**config.mk**
```make
export PLATFORM = sky130hd
export DESIGN_NAME = biquad_channel_scheduler
export DESIGN_NICKNAME = d
export VERILOG_FILES = /design/src/rtl/biquad_channel_scheduler.sv
export SDC_FILE = /design/constraint.sdc
export NUM_CORES = 1
export LEC_CHECK = 0
export BUFFER_PORTS_ARGS = -buffer_cell sky130_fd_sc_hd__buf_2
export CORE_MARGIN = 5
export CORE_UTILIZATION = 29
export CTS_CLUSTER_SIZE = 10
export DETAILED_ROUTE_END_ITERATION = 8
export SYNTH_ARGS = -nofsm -noshare
export SYNTH_HDL_FRONTEND = slang
export SYNTH_SLANG_ARGS = --single-unit
```
**constraint.sdc**
```tcl
create_clock -name clk -period 5.8 [get_ports clk]
set_clock_uncertainty 0.05 [all_clocks]
set_input_delay 0.87 -clock clk [delete_from_list [all_inputs] [get_ports clk]]
set_output_delay 0.87 -clock clk [all_outputs]
set_load 0.02 [all_outputs]
```
**src/rtl/biquad_channel_scheduler.sv**
```systemverilog
// biquad_channel_scheduler
// One biquad multiply-accumulate engine shared round-robin by NUM_CH channels.
// Each serviced sample takes five MAC steps (b0, b1, b2, a1, a2). The per-channel
// x/y history is swapped in at grant time. All channels share one coefficient set.
module biquad_channel_scheduler #(
  parameter int NUM_CH  = 4,
  parameter int WIDTH_D = 18,
  parameter int WIDTH_C = 18,
  parameter int SCALING = 0,
  parameter logic signed [WIDTH_C-1:0] COEFF_B0 = '0,
  parameter logic signed [WIDTH_C-1:0] COEFF_B1 = '0,
  parameter logic signed [WIDTH_C-1:0] COEFF_B2 = '0,
  parameter logic signed [WIDTH_C-1:0] COEFF_A1 = '0,
  parameter logic signed [WIDTH_C-1:0] COEFF_A2 = '0
) (
  input  logic                         clk,
  input  logic                         rst,
  input  logic [NUM_CH-1:0]            chStrobe,
  input  logic [NUM_CH*WIDTH_D-1:0]    chDataIn,
  input  logic                         cfgWe,
  input  logic [2:0]                   cfgAddr,
  input  logic [WIDTH_C-1:0]           cfgData,
  output logic                         cfgReady,
  output logic                         outStrobe,
  output logic [$clog2(NUM_CH)-1:0]    outCh,
  output logic [WIDTH_D-1:0]           dataOut,
  output logic [NUM_CH-1:0]            overrun
);
  localparam int CH_W   = $clog2(NUM_CH);
  localparam int PROD_W = WIDTH_D + WIDTH_C;
  localparam int ACC_W  = PROD_W + 3;

  localparam logic [2:0] S_IDLE = 3'd0;
  localparam logic [2:0] S_B0   = 3'd1;
  localparam logic [2:0] S_B1   = 3'd2;
  localparam logic [2:0] S_B2   = 3'd3;
  localparam logic [2:0] S_A1   = 3'd4;
  localparam logic [2:0] S_A2   = 3'd5;

  logic [2:0]                 state;
  logic [CH_W-1:0]            cur_ch;
  logic [CH_W-1:0]            rr_ptr;
  logic [NUM_CH-1:0]          pending;
  logic [NUM_CH-1:0]          busy;
  logic [NUM_CH-1:0]          eligible;
  logic [NUM_CH-1:0]          take_vec;
  logic [NUM_CH-1:0]          done_vec;
  logic signed [WIDTH_D-1:0]  sample [NUM_CH];
  logic signed [WIDTH_D-1:0]  pend   [NUM_CH];
  logic signed [WIDTH_D-1:0]  x_h    [NUM_CH];
  logic signed [WIDTH_D-1:0]  xd1_h  [NUM_CH];
  logic signed [WIDTH_D-1:0]  xd2_h  [NUM_CH];
  logic signed [WIDTH_D-1:0]  y_h    [NUM_CH];
  logic signed [WIDTH_D-1:0]  yd1_h  [NUM_CH];
  logic signed [WIDTH_C-1:0]  coef   [5];

  logic                       cfg_wr;
  logic                       grant;
  logic [CH_W-1:0]            grant_ch;
  logic signed [WIDTH_D-1:0]  mux_d;
  logic signed [WIDTH_C-1:0]  mux_c;

  // MAC pipeline: operand regs -> product -> accumulator -> writeback
  logic                       s1_valid, s1_first, s1_last;
  logic [CH_W-1:0]            s1_ch;
  logic signed [WIDTH_D-1:0]  mult_a;
  logic signed [WIDTH_C-1:0]  mult_b;
  logic                       s2_valid, s2_first, s2_last;
  logic [CH_W-1:0]            s2_ch;
  logic signed [PROD_W-1:0]   mult_out;
  logic signed [ACC_W-1:0]    acc;
  logic                       s3_done;
  logic [CH_W-1:0]            s3_ch;
  logic signed [WIDTH_D-1:0]  y_slice;

  for (genvar gi = 0; gi < NUM_CH; gi++) begin : g_unpack
    assign sample[gi] = chDataIn[gi*WIDTH_D +: WIDTH_D];
  end

  assign cfgReady = (state == S_IDLE);
  assign cfg_wr   = cfgWe && cfgReady;
  assign eligible = pending & ~busy;
  assign y_slice  = acc[SCALING +: WIDTH_D];

  // Round-robin pick starting at rr_ptr; a config write in IDLE blocks the grant
  always_comb begin
    logic [CH_W:0] idx;
    grant    = 1'b0;
    grant_ch = '0;
    idx      = '0;
    for (int i = NUM_CH - 1; i >= 0; i--) begin
      idx = {1'b0, rr_ptr} + (CH_W+1)'(i);
      if (idx >= (CH_W+1)'(NUM_CH)) idx = idx - (CH_W+1)'(NUM_CH);
      if (eligible[idx[CH_W-1:0]]) begin
        grant    = 1'b1;
        grant_ch = idx[CH_W-1:0];
      end
    end
    if (!((state == S_A2) || ((state == S_IDLE) && !cfg_wr))) grant = 1'b0;
  end

  // One-hot views of the channel being granted and the channel being written back
  always_comb begin
    take_vec = '0;
    done_vec = '0;
    if (grant)   take_vec[grant_ch] = 1'b1;
    if (s3_done) done_vec[s3_ch]    = 1'b1;
  end

  // Engine sequencer and round-robin pointer
  always_ff @(posedge clk) begin
    if (rst) begin
      state  <= S_IDLE;
      cur_ch <= '0;
      rr_ptr <= '0;
    end else begin
      case (state)
        S_IDLE:  if (grant) state <= S_B0;
        S_B0:    state <= S_B1;
        S_B1:    state <= S_B2;
        S_B2:    state <= S_A1;
        S_A1:    state <= S_A2;
        S_A2:    state <= grant ? S_B0 : S_IDLE;
        default: state <= S_IDLE;
      endcase
      if (grant) begin
        cur_ch <= grant_ch;
        rr_ptr <= (grant_ch == CH_W'(NUM_CH - 1)) ? '0 : grant_ch + CH_W'(1);
      end
    end
  end

  // Sample capture, overrun tracking and per-channel history updates
  always_ff @(posedge clk) begin
    if (rst) begin
      pending <= '0;
      busy    <= '0;
      overrun <= '0;
      for (int k = 0; k < NUM_CH; k++) begin
        pend[k]  <= '0;
        x_h[k]   <= '0;
        xd1_h[k] <= '0;
        xd2_h[k] <= '0;
        y_h[k]   <= '0;
        yd1_h[k] <= '0;
      end
    end else begin
      for (int k = 0; k < NUM_CH; k++) begin
        // A strobe on the grant edge lands after the grant consumed the old sample
        if (chStrobe[k]) begin
          pend[k]    <= sample[k];
          pending[k] <= 1'b1;
          if (pending[k] && !take_vec[k]) overrun[k] <= 1'b1;
        end else if (take_vec[k]) begin
          pending[k] <= 1'b0;
        end
        if (take_vec[k]) begin
          x_h[k]   <= pend[k];
          xd1_h[k] <= x_h[k];
          xd2_h[k] <= xd1_h[k];
          busy[k]  <= 1'b1;
        end else if (done_vec[k]) begin
          busy[k]  <= 1'b0;
        end
        if (done_vec[k]) begin
          y_h[k]   <= y_slice;
          yd1_h[k] <= y_h[k];
        end
      end
    end
  end

  // Runtime coefficient writes; addresses 5..7 are accepted and ignored
  always_ff @(posedge clk) begin
    if (rst) begin
      coef[0] <= COEFF_B0;
      coef[1] <= COEFF_B1;
      coef[2] <= COEFF_B2;
      coef[3] <= COEFF_A1;
      coef[4] <= COEFF_A2;
    end else if (cfg_wr) begin
      case (cfgAddr)
        3'd0:    coef[0] <= cfgData;
        3'd1:    coef[1] <= cfgData;
        3'd2:    coef[2] <= cfgData;
        3'd3:    coef[3] <= cfgData;
        3'd4:    coef[4] <= cfgData;
        default: ;
      endcase
    end
  end

  // Operand select for the current MAC step; a1/a2 use the two previous outputs
  always_comb begin
    mux_d = x_h[cur_ch];
    mux_c = coef[0];
    case (state)
      S_B1:    begin mux_d = xd1_h[cur_ch]; mux_c = coef[1]; end
      S_B2:    begin mux_d = xd2_h[cur_ch]; mux_c = coef[2]; end
      S_A1:    begin mux_d = y_h[cur_ch];   mux_c = coef[3]; end
      S_A2:    begin mux_d = yd1_h[cur_ch]; mux_c = coef[4]; end
      default: ;
    endcase
  end

  // MAC pipeline; channel tag and step markers travel alongside the data
  always_ff @(posedge clk) begin
    if (rst) begin
      s1_valid  <= 1'b0;
      s1_first  <= 1'b0;
      s1_last   <= 1'b0;
      s1_ch     <= '0;
      mult_a    <= '0;
      mult_b    <= '0;
      s2_valid  <= 1'b0;
      s2_first  <= 1'b0;
      s2_last   <= 1'b0;
      s2_ch     <= '0;
      mult_out  <= '0;
      acc       <= '0;
      s3_done   <= 1'b0;
      s3_ch     <= '0;
      outStrobe <= 1'b0;
      outCh     <= '0;
      dataOut   <= '0;
    end else begin
      s1_valid <= (state != S_IDLE);
      s1_first <= (state == S_B0);
      s1_last  <= (state == S_A2);
      s1_ch    <= cur_ch;
      mult_a   <= mux_d;
      mult_b   <= mux_c;

      s2_valid <= s1_valid;
      s2_first <= s1_first;
      s2_last  <= s1_last;
      s2_ch    <= s1_ch;
      mult_out <= mult_a * mult_b;

      if (s2_valid) acc <= s2_first ? ACC_W'(mult_out) : acc + ACC_W'(mult_out);
      s3_done <= s2_valid && s2_last;
      s3_ch   <= s2_ch;

      outStrobe <= s3_done;
      if (s3_done) begin
        dataOut <= y_slice;
        outCh   <= s3_ch;
      end
    end
  end

endmodule

```
### Yosys cells after proc, flatten, opt, wreduce, memory -nomap -nowiden

Memory sizes are Yosys's and may differ from the RTL's. A register that Yosys moved wholly into a read port is not among the register bits.
Index checks and enable logic that the tools add are counted.

* memories kept: 7
* input port bits: 100
* flip-flop bits (word level): 164
* output and inout port bits: 26
* logic and storage cells: 280
* memory bits (writable): 522

* equal/unequal tests: 11
* order comparisons: 12
* muxes and demuxes: 147
* bitwise logic cells: 31
* add/sub/neg operators: 9
* reduce and logical (&&, ||, !) cells: 30
* multipliers: 1

Memory list
* coef: words 5, width 18, read ports 5, clocked after Yosys merged registers in 0, write ports 5, RTL line 55 `logic signed [WIDTH_C-1:0] coef [5];`
* pend: words 4, width 18, read ports 4, clocked after Yosys merged registers in 0, write ports 4, RTL line 49 `logic signed [WIDTH_D-1:0] pend [NUM_CH];`
* x_h: words 4, width 18, read ports 5, clocked after Yosys merged registers in 1, write ports 4, RTL line 50 `logic signed [WIDTH_D-1:0] x_h [NUM_CH];`
* xd1_h: words 4, width 18, read ports 5, clocked after Yosys merged registers in 1, write ports 4, RTL line 51 `logic signed [WIDTH_D-1:0] xd1_h [NUM_CH];`
* xd2_h: words 4, width 18, read ports 1, clocked after Yosys merged registers in 1, write ports 4, RTL line 52 `logic signed [WIDTH_D-1:0] xd2_h [NUM_CH];`
* y_h: words 4, width 18, read ports 5, clocked after Yosys merged registers in 1, write ports 4, RTL line 53 `logic signed [WIDTH_D-1:0] y_h [NUM_CH];`
* +1 memories

Operators with widths (count)
* 18-bit two-way mux: 29
* 18-bit one-hot mux with 4 select lines: 2
* 1-bit two-way mux: 86
* 39-bit by 36-bit adder with 39-bit output: 1
* 39-bit two-way mux: 1
* 2-bit two-way mux: 19
* 18-bit by 18-bit multiplier with 36-bit output: 1
* 1-bit OR: 29
* 2-bit by 3-bit less-than comparator with 1-bit output, second input constant: 6
* 3-bit one-hot mux with 6 select lines: 1
* 2-bit nonzero test: 8
* 3-bit by 2-bit equality test with 1-bit output, second input constant: 4
* 3-bit equality test, second input constant: 3
* 3-bit greater-or-equal comparator, second input constant: 3
* 1-bit logical AND: 9
* 1-bit binary-select mux with 2-bit select: 4
* 4-bit two-way mux: 2
* 2-bit AND reduction: 4
* 2-bit by 1-bit subtractor with 2-bit output, second input constant: 4
* 2-bit by 2-bit adder with 3-bit output, second input constant: 2
* 3-bit by 1-bit equality test with 1-bit output, second input constant: 2
* 3-bit logical NOT: 2
* 1-bit logical NOT: 5
* 4-bit bitwise AND: 1
* other kinds (11): 13

### Depth between registers and ports, before layout

Gate-level depths: netlist (run 1).

* word-level depth: 18
* depth in mapped cells: 22
* gate-level depth less buffers: 21

### Worst setup path before layout (run 1)

OpenSTA, ideal clock, no wires.

* path kind: reg2reg
* from: register mult_b[8]
* to: register mult_out[16]
* library setup time: 128 ps
* required time: 5622 ps
* stages on the path, launching flop included: 21
* buffers on the path: 1
* data arrival time: 4966 ps
* clock period less this slack: 5144 ps
* setup slack: 656 ps
* cell sequence: dfxtp_1 -> clkbuf_1 -> and2_1 -> fa_1 -> inv_1 -> fa_1 -> inv_1 -> fa_1 -> inv_1 -> fa_1 -> inv_1 -> fa_1 -> inv_1 -> fa_1 -> inv_1 -> ha_1 -> a21o_1 -> a41oi_1 -> o21ai_1 -> xnor2_1 -> nor2_1

* word-level cells in the longest chain between the ends: 1

Ends and longest elaborated chain
* start, declared: RTL line 67 `logic signed [WIDTH_C-1:0] mult_b;`
* start signal, assigned: RTL line 232 `mult_b <= mux_c;`
* 18-bit by 18-bit multiplier with 36-bit output: RTL line 238 `mult_out <= mult_a * mult_b;`
* end signal, assigned: RTL line 238
* end, declared: RTL line 70 `logic signed [PROD_W-1:0] mult_out;`

Every way passes these cells.
A chain may end at the register's enable or synchronous reset.

### Worst setup path in the final report (run 1)

Same ends and word-level chain as after synthesis.

==> results_tabular.tex, run 1 <==
\begin{tabular}{lr}
\hline
Metric & Value \\
\hline
\multicolumn{2}{l}{\textbf{Outcome}} \\
Outcome & complete, no violations \\
\multicolumn{2}{l}{\textbf{Layout}} \\
Total non-filler cell area in the finished layout & roughly 37000 um\^{}2 \\
Area growth, synth to finish & 14.1\% \\
Most frequent standard cell in the layout excluding fill and tap cells & edfxtp\_1 \\
Most frequent cells in the layout & 522 x edfxtp\_1, 316 x and2\_1, 217 x and3\_1, 168 x inv\_1, 159 x nand2\_1 \\
Nets & 2968 \\
Final cell count without fillers & 4218 \\
Diode count & 0 \\
Fraction of final layout cells sized beyond drive strength 1 & $\sim$14\% \\
\multicolumn{2}{l}{\textbf{Die}} \\
I/O pin count & $\sim$130 \\
Die outline width & 346 um \\
Area of the die & 120000 um\^{}2 \\
Placeable Area & between 100000 and 150000 um\^{}2 \\
Starting density of the core & just under 30\% \\
Number of standard-cell rows in the floorplan & 123 \\
Y dimension of the die & 346 um \\
\multicolumn{2}{l}{\textbf{Global routing}} \\
GRT overflow & 0 \\
Antenna violations before repair & 3 \\
Maximum number of pins on one net before global-route repair & 86 \\
GRT Total Usage & 13.1\% \\
First-pass GRT wire length & $\sim$120 mm \\
Via count of the first global-routing pass & 20200 \\
\multicolumn{2}{l}{\textbf{STA}} \\
Max Fclk & 0.183 GHz \\
Transition at the pin with the smallest max-transition slack & 1.11 ns \\
Post-route setup TNS & 0 ns \\
Count of final max-slew check failures & 0 \\
Part of the cycle the worst path needs & 94.2\% \\
Number of endpoints with negative hold slack in the final report & 0 \\
RSZ-0062 raised after global routing & false \\
Slew HR & 25.8\% \\
Number of endpoints failing setup at the final stage & 0 \\
Minimum clock period after layout & about 5.5 ns \\
\multicolumn{2}{l}{\textbf{Place}} \\
Total half-perimeter wirelength after legalization and detailed placement & 52.6 mm \\
Placed insts & around 4100 \\
Post-Place Cell Area & 35100 um\^{}2 \\
Port Buffers & about 130 \\
Routability-driven placement congestion ratio & between 0.8 and 0.9 \\
\multicolumn{2}{l}{\textbf{Synthesis}} \\
Gate Count Post-Synth & 2591 \\
Cell accounting for the most synthesized area & edfxtp\_1 \\
Most area-consuming cells after synthesis & edfxtp\_1 48\%, dfxtp\_1 7.8\%, fa\_1 6.7\% \\
Proportion of netlist area held by the largest area contributor & between 40\% and 50\% \\
Warnings, synthesis & 0 \\
Ys async rst share & 0\% \\
Unique cell type count in the Yosys netlist & 63 \\
Sequential share of the synthesized area & between 50\% and 60\% \\
Post-synthesis sequential element count & 649 \\
Synthesized netlist net count & 2888 \\
Number of enable-type register cells in the synthesized netlist & 522 \\
Synth Area per Inst & 12.7 um\^{}2 \\
Dominant synthesized flop cell & edfxtp\_1 \\
Cell area after synthesis & around 33000 um\^{}2 \\
\multicolumn{2}{l}{\textbf{Clock network}} \\
Clock tree root buffer cell & clkbuf\_16 \\
H-tree depth reported by CTS & 3 \\
Clock-pin slew on the worst setup and hold paths & 0.06 ns \\
Number of buffers inserted by hold repair at cts & 0 \\
Maximum number of buffers from clock root to sink & 3 \\
Clk sink count & 649 \\
Clock tree from TritonCTS & done \\
Insertion delay to the later sink of the worst-skew pair & between 0.6 and 0.7 ns \\
Clock buffers created by TritonCTS & 77 \\
\multicolumn{2}{l}{\textbf{Worst setup path}} \\
Crit path buffers/inverters & 6 \\
FF-to-FF setup slack & 0.34 ns \\
Worst setup path start & mult\_b[8] \\
Critical R2R Capture & mult\_out[16] \\
Number of cell instances on the worst register-to-register path & 19 \\
Slowest stage cell on the critical path & fa\_1 \\
Required arrival time at the worst endpoint & 6.19 ns \\
Cell family contributing the most delay on the critical path & adder cells \\
Category of the most critical setup path & register to register \\
Capturing element of the worst setup path & mult\_out[16] \\
Largest driver fanout on the critical path & 10 \\
Data arrival, critical path & 5.85 ns \\
CP max stage delay & $\sim$0.57 ns \\
Instance count on the critical path & 19 \\
Critical-path cell list & and2\_1, fa\_1, inv\_1, fa\_1, inv\_1, fa\_1, inv\_1, fa\_1, inv\_1, fa\_1, inv\_1, fa\_1, inv\_1, ha\_1, a21o\_1, a41oi\_2, o21ai\_1, xnor2\_1, nor2\_1 \\
Type of element capturing the critical path & register \\
R2r startpoint & mult\_b[8] \\
Critical path startpoint category & register \\
\multicolumn{2}{l}{\textbf{Route}} \\
Routed vias & about 20000 \\
DRC viols & 0 \\
Routed Antenna Nets & 0 \\
Drt via density & 4.68 \\
Routed WL per cell & 18.8 um \\
Initial DRT Pass Iterations & 7 \\
Starting DRC count in detailed routing & approximately 1400 \\
Routed Wire Length & just under 80 mm \\
\multicolumn{2}{l}{\textbf{Hold path}} \\
Type of the worst min-delay path & register to register \\
\multicolumn{2}{l}{\textbf{Pwr}} \\
Pwr Density & 356 nW/um\^{}2 \\
Worst voltage drop across the vdd grid & 209 uV \\
Reported leakage power & 14.9 nW \\
\multicolumn{2}{l}{\textbf{Flow run}} \\
Maximum capacitance violations & 0 \\
\hline
\end{tabular}
-- registers in the layout, summed over array words and instances (netlist names), 72 cells and up, named ones only --
register / flops
yd1_h: 72
y_h: 72
coef: 90
x_h: 72
xd2_h: 72
xd1_h: 72
pend: 72
-- through the flow --
stage | utilization [%] | total power [mW] | hold slack [ns] | setup slack [ns]
CTS | 33.3 | 13.5 | 0.387 | 0.256
global route | 33.3 | 14.0 | 0.405 | 0.0591
detailed placement | 31.2 | 8.98 | 0.375 | 0.339
floorplan | - | 7.95 | 0.364 | 0.656
finish | 33.3 | 13.3 | 0.384 | 0.338
global placement | 31.2 | 8.95 | 0.370 | 0.386
-- Yosys cell counts, drive strengths merged, types with 8 or more instances --
library cell	number
a211oi	38
a21oi	63
a22oi	9
a311oi	9
and2	316
and3	217
buf	50
clkbuf	118
dfxtp	127
edfxtp	522
fa	109
ha	88
inv	169
mux2i	93
mux4	86
nand2	159
nand2b	19
nand3	8
nor2	149
nor2b	34
nor3	16
o21ai	63
xnor2	36
xor2	15
-- power by group --
| group | switching, mW | internal, mW | total (mW) |
|---|---|---|---|
| combinational | 1.74 | 1.16 | 2.90 |
| clock | 1.91 | 2.53 | 4.44 |
| sequential | 0.458 | 5.50 | 5.96 |
| total | 4.11 | 9.20 | 13.3 |
-- what timing repair did --
item,CTS,global route
setup buffers,0,0
resized for setup,0,5
setup endpoints to repair,0,1
-- per-layer routing --
layer | share of wire [%] | GRT usage [%] | up-vias
met1 | 46 | 18.3 | 9917
met3 | 4.5 | 1.95 | 113
met4 | 2.2 | 3.31 | 0
li1 | - | - | 9272
met5 | 0 | 0 | -
met2 | 47 | 21.3 | 451
-- worst register-to-register path: stages (launching register included) --
cell and delay, ns:
dfxtp_1 0.40, and2_1 0.22, fa_1 0.53, inv_1 0.06, fa_1 0.57, inv_1 0.07, fa_1 0.51, inv_1 0.05
fa_1 0.49, inv_1 0.06, fa_1 0.53, inv_1 0.05, fa_1 0.53, inv_1 0.05, ha_1 0.35, a21o_1 0.23
a41oi_2 0.20, o21ai_1 0.11, xnor2_1 0.15, nor2_1 0.06
-- final cells by class --
type	count	area, um^2
timing repair buffer	169	1010
inverter	169	634
clock buffer	113	2100
fill	11200	74900
sequential	649	18200
clock inverter	13	210
multi-input combinational	1605	13300
tap	1500	1880
-- logic make-up after synthesis --
group	count (synthesis)	synth area share, %
and+or+nand+nor	938	15.5
DFF	649	55.6
buffers and inverters	337	4.04
AOI/OAI and AO/OA	239	4.71
adders and majority gates	197	10.0
muxes	180	8.78
xor gates and xnor gates	51	1.36
-- how the worst min path moves through the flow --
stage,startpoint,to,depth (start not counted)
floorplan,s1_ch[0],s2_ch[0],1
detailed placement,s1_ch[0],s2_ch[0],1
CTS,s1_ch[0],s2_ch[0],1
global placement,s1_ch[0],s2_ch[0],1
global route,s1_last,s2_last,1
finish,s2_ch[0],s3_ch[0],1
Note: power is estimated with default switching activity, not from simulation.
==> inputs of run 2 (changes only) <==
--- a/config.mk
+++ b/config.mk
@@ -6,7 +6,8 @@
 export NUM_CORES = 1
 export LEC_CHECK = 0
 export BUFFER_PORTS_ARGS = -buffer_cell sky130_fd_sc_hd__buf_2
-export CORE_MARGIN = 5
+export CAP_MARGIN = 20
+export CORE_MARGIN = 10
 export CORE_UTILIZATION = 29
 export CTS_CLUSTER_SIZE = 10
 export DETAILED_ROUTE_END_ITERATION = 8
==> run 2 against run 1 <==
Effect of this change:
- die area increased by 5.9%
- cell area about the same
- non-clock buffer count increased by 1
- critical path depth decreased by 1
- worst setup slack got worse by 0.011 ns
- sequential share of layout area about the same
- fmax decreased by 0.21%
- combinational power increased by 1%
- global-route usage decreased by 0.54 points
- largest cell class unchanged
==> results_tabular.tex, run 2 (synthesis gave the netlist of run 1 again) <==
\begin{tabular}{lr}
\hline
Metric & Value \\
\hline
\multicolumn{2}{l}{\textbf{Outcome}} \\
Outcome & complete, no violations \\
\multicolumn{2}{l}{\textbf{Place}} \\
Total half-perimeter wirelength after legalization and detailed placement & 53.7 mm (+2.1\%) \\
Port Buffers & 125 (unchanged) \\
Routability-driven placement congestion ratio & 0.811 (-2.6\%) \\
\multicolumn{2}{l}{\textbf{Hold path}} \\
Worst min-delay path endpoint & s2\_ch[1] \\
Hold depth & 1 (unchanged) \\
Hold\_sp & s1\_ch[1] \\
Type of the worst min-delay path & register to register \\
\multicolumn{2}{l}{\textbf{Worst setup path}} \\
FF-to-FF setup slack & 0.33 ns (about the same) \\
Required arrival time at the worst endpoint & 6.23 ns (+0.04 ns) \\
Largest driver fanout on the critical path & 13 (+3) \\
Cell family contributing the most delay on the critical path & adder cells \\
Critical R2R Capture & mult\_out[16] \\
Type of element capturing the critical path & register \\
Number of cell instances on the worst register-to-register path & 18 (-1) \\
Critical-path cell list & nand2\_1, fa\_1, fa\_1, inv\_1, fa\_1, inv\_1, fa\_1, inv\_1, fa\_1, inv\_1, fa\_1, inv\_1, ha\_1, a21o\_1, a41oi\_1, o21ai\_1, xnor2\_1, nor2\_1 \\
CP max stage delay & 0.62 ns (+0.05 ns) \\
Crit path buffers/inverters & 5 (-1) \\
Data arrival, critical path & 5.91 ns (+0.06 ns) \\
Critical Path Most Common Cell & fa\_1 \\
Critical path startpoint category & register \\
R2r startpoint & mult\_b[5] \\
Slowest stage cell on the critical path & dfxtp\_1 \\
Category of the most critical setup path & register to register \\
\multicolumn{2}{l}{\textbf{Pwr}} \\
Pwr Density & 358 nW/um\^{}2 (+0.64\%) \\
Worst voltage drop across the vdd grid & 211 uV (+1.2\%) \\
Share of power burned in registers & 44.4\% (-0.4 points) \\
Switching portion of total power & 30.8\% (-0.033 points) \\
Power spent charging and discharging nets & 4.13 mW (+0.53\%) \\
Cell-internal power & 9.26 mW (+0.69\%) \\
Post-route total power & 13.4 mW (+0.64\%) \\
Share of power burned in the clock network & 33.6\% (+0.2 points) \\
Reported leakage power & 14.9 nW (about the same) \\
Comb power frac & 21.9\% (about the same) \\
\multicolumn{2}{l}{\textbf{Clock network}} \\
Clock tree root buffer cell & clkbuf\_16 \\
Clock tree from TritonCTS & done \\
Clock-pin slew on the worst setup and hold paths & 0.06 ns (about the same) \\
Insertion delay to the later sink of the worst-skew pair & 0.64 ns (+0.02 ns) \\
Post-cts repair resize count & 0 (unchanged) \\
Clk sink count & 649 (unchanged) \\
H-tree depth reported by CTS & 3 (unchanged) \\
Clock buffers created by TritonCTS & 77 (unchanged) \\
Maximum number of buffers from clock root to sink & 3 (unchanged) \\
Number of buffers inserted by hold repair at cts & 0 (unchanged) \\
Setup repair bufs after CTS & 0 (unchanged) \\
\multicolumn{2}{l}{\textbf{STA}} \\
Post-route setup TNS & 0 ns (unchanged) \\
Max Fclk & 0.183 GHz (-0.21\%) \\
Transition at the pin with the smallest max-transition slack & 0.982 ns (-0.129 ns) \\
RSZ-0062 raised after global routing & false \\
Minimum clock period after layout & 5.47 ns (+0.0115 ns) \\
Count of final max-slew check failures & 0 (unchanged) \\
Part of the cycle the worst path needs & 94.4\% (+0.20 points) \\
Number of endpoints failing setup at the final stage & 0 (unchanged) \\
Slew HR & 34.6\% (+8.7 points) \\
Number of endpoints with negative hold slack in the final report & 0 (unchanged) \\
\multicolumn{2}{l}{\textbf{Global routing}} \\
First-pass GRT wire length & 124 mm (+0.63\%) \\
GRT overflow & 0 (unchanged) \\
Via count of the first global-routing pass & 20400 (+0.75\%) \\
GRT Total Usage & 12.5\% (-0.54 points) \\
Maximum number of pins on one net before global-route repair & 75 (-13\%) \\
Antenna violations before repair & 5 (+2) \\
\multicolumn{2}{l}{\textbf{Route}} \\
DRC viols & 0 (unchanged) \\
Starting DRC count in detailed routing & 1634 (+15\%) \\
Drt via density & 4.72 (+0.73\%) \\
Routed WL per cell & 19.0 um (+1.2\%) \\
Routed Wire Length & 80.5 mm (+1.4\%) \\
Initial DRT Pass Iterations & 5 (-2) \\
Routed Antenna Nets & 0 (unchanged) \\
Routed vias & 19900 (+0.95\%) \\
\multicolumn{2}{l}{\textbf{Die}} \\
Starting density of the core & 29.2\% (unchanged) \\
Area of the die & 127000 um\^{}2 (+5.9\%) \\
Number of standard-cell rows in the floorplan & 123 (unchanged) \\
Die outline width & 356 um (+2.9\%) \\
I/O pin count & 126 (unchanged) \\
Y dimension of the die & 356 um (+2.9\%) \\
Placeable Area & 112000 um\^{}2 (unchanged) \\
\multicolumn{2}{l}{\textbf{Layout}} \\
Final-layout fill cell count & 11100 (-0.60\%) \\
Most frequent cells in the layout & 522 x edfxtp\_1, 316 x and2\_1, 217 x and3\_1, 168 x inv\_1, 159 x nand2\_1 \\
Flip-flop count of the largest register after layout & 90 (unchanged) \\
Register ranked first by flip-flop count & coef \\
Nets & 2969 (+0.034\%) \\
Most frequent standard cell in the layout excluding fill and tap cells & edfxtp\_1 \\
Area taken by flip-flops and latches & 18200 um\^{}2 (about the same) \\
Fraction of final layout cells sized beyond drive strength 1 & 14.2\% (-0.23 points) \\
Area occupied by multi-input gates & 13300 um\^{}2 (about the same) \\
Area growth, synth to finish & 14.1\% (about the same) \\
\multicolumn{2}{l}{\textbf{Flow run}} \\
Maximum capacitance violations & 0 (unchanged) \\
\hline
\end{tabular}
## run 2: power groups by stage
stage               logic [mW]  clock network (mW)  registers [mW]
floorplan                 2.22                   0            5.73
global placement          2.94                   0            6.03
detailed placement        2.97                   0            6.04
CTS                       2.98                4.59            5.95
global route              3.29                4.78            6.01
finish                    2.94                4.50            5.95
## run 2: cell type report
type | instances | area share [%]
Antenna cell | 1 | 0.00669
Clock buffer | 121 | 5.67
Inverter | 169 | 1.70
Clock inverter | 12 | 0.528
Sequential cell | 649 | 48.7
Multi-Input combinational cell | 1605 | 35.6
Tap cell | 1500 | 5.02
Timing Repair Buffer | 170 | 2.71
## run 2: worst max-delay path by stage
stage / from / endpoint / cells after the start
after CTS: mult_b[5] / mult_out[16] / 18
after global routing: mult_b[1] / mult_out[16] / 18
after detailed placement: mult_b[5] / mult_out[16] / 18
after floorplan: mult_b[8] / mult_out[16] / 20
final: mult_b[5] / mult_out[16] / 18
after global placement: mult_b[1] / mult_out[16] / 18
## run 2: layer usage
metal | up-vias | track usage, % | part of all wire [%]
li1 | 9301 | - | -
met1 | 10000 | 17.1 | 45
met2 | 496 | 19.9 | 46
met3 | 119 | 2.30 | 5.3
met4 | 0 | 4.29 | 3.2
met5 | - | 0 | 0
## run 2: metrics by stage
stage | setup WS (ns) | hold slack [ns] | util (%) | instance area [um^2] | cells
6_report | 0.327 | 0.387 | 33.3 | 37400 | 4227
5_1_grt | 0.0000786 | 0.406 | 33.3 | 37400 | 4226
4_1_cts | 0.347 | 0.394 | 33.3 | 37400 | 4225
3_5_place_dp | 0.354 | 0.374 | 31.2 | 35100 | 4092
3_3_place_gp | 0.363 | 0.367 | 31.2 | 35100 | 4091
2_1_floorplan | 0.656 | 0.364 | - | 32800 | 2591
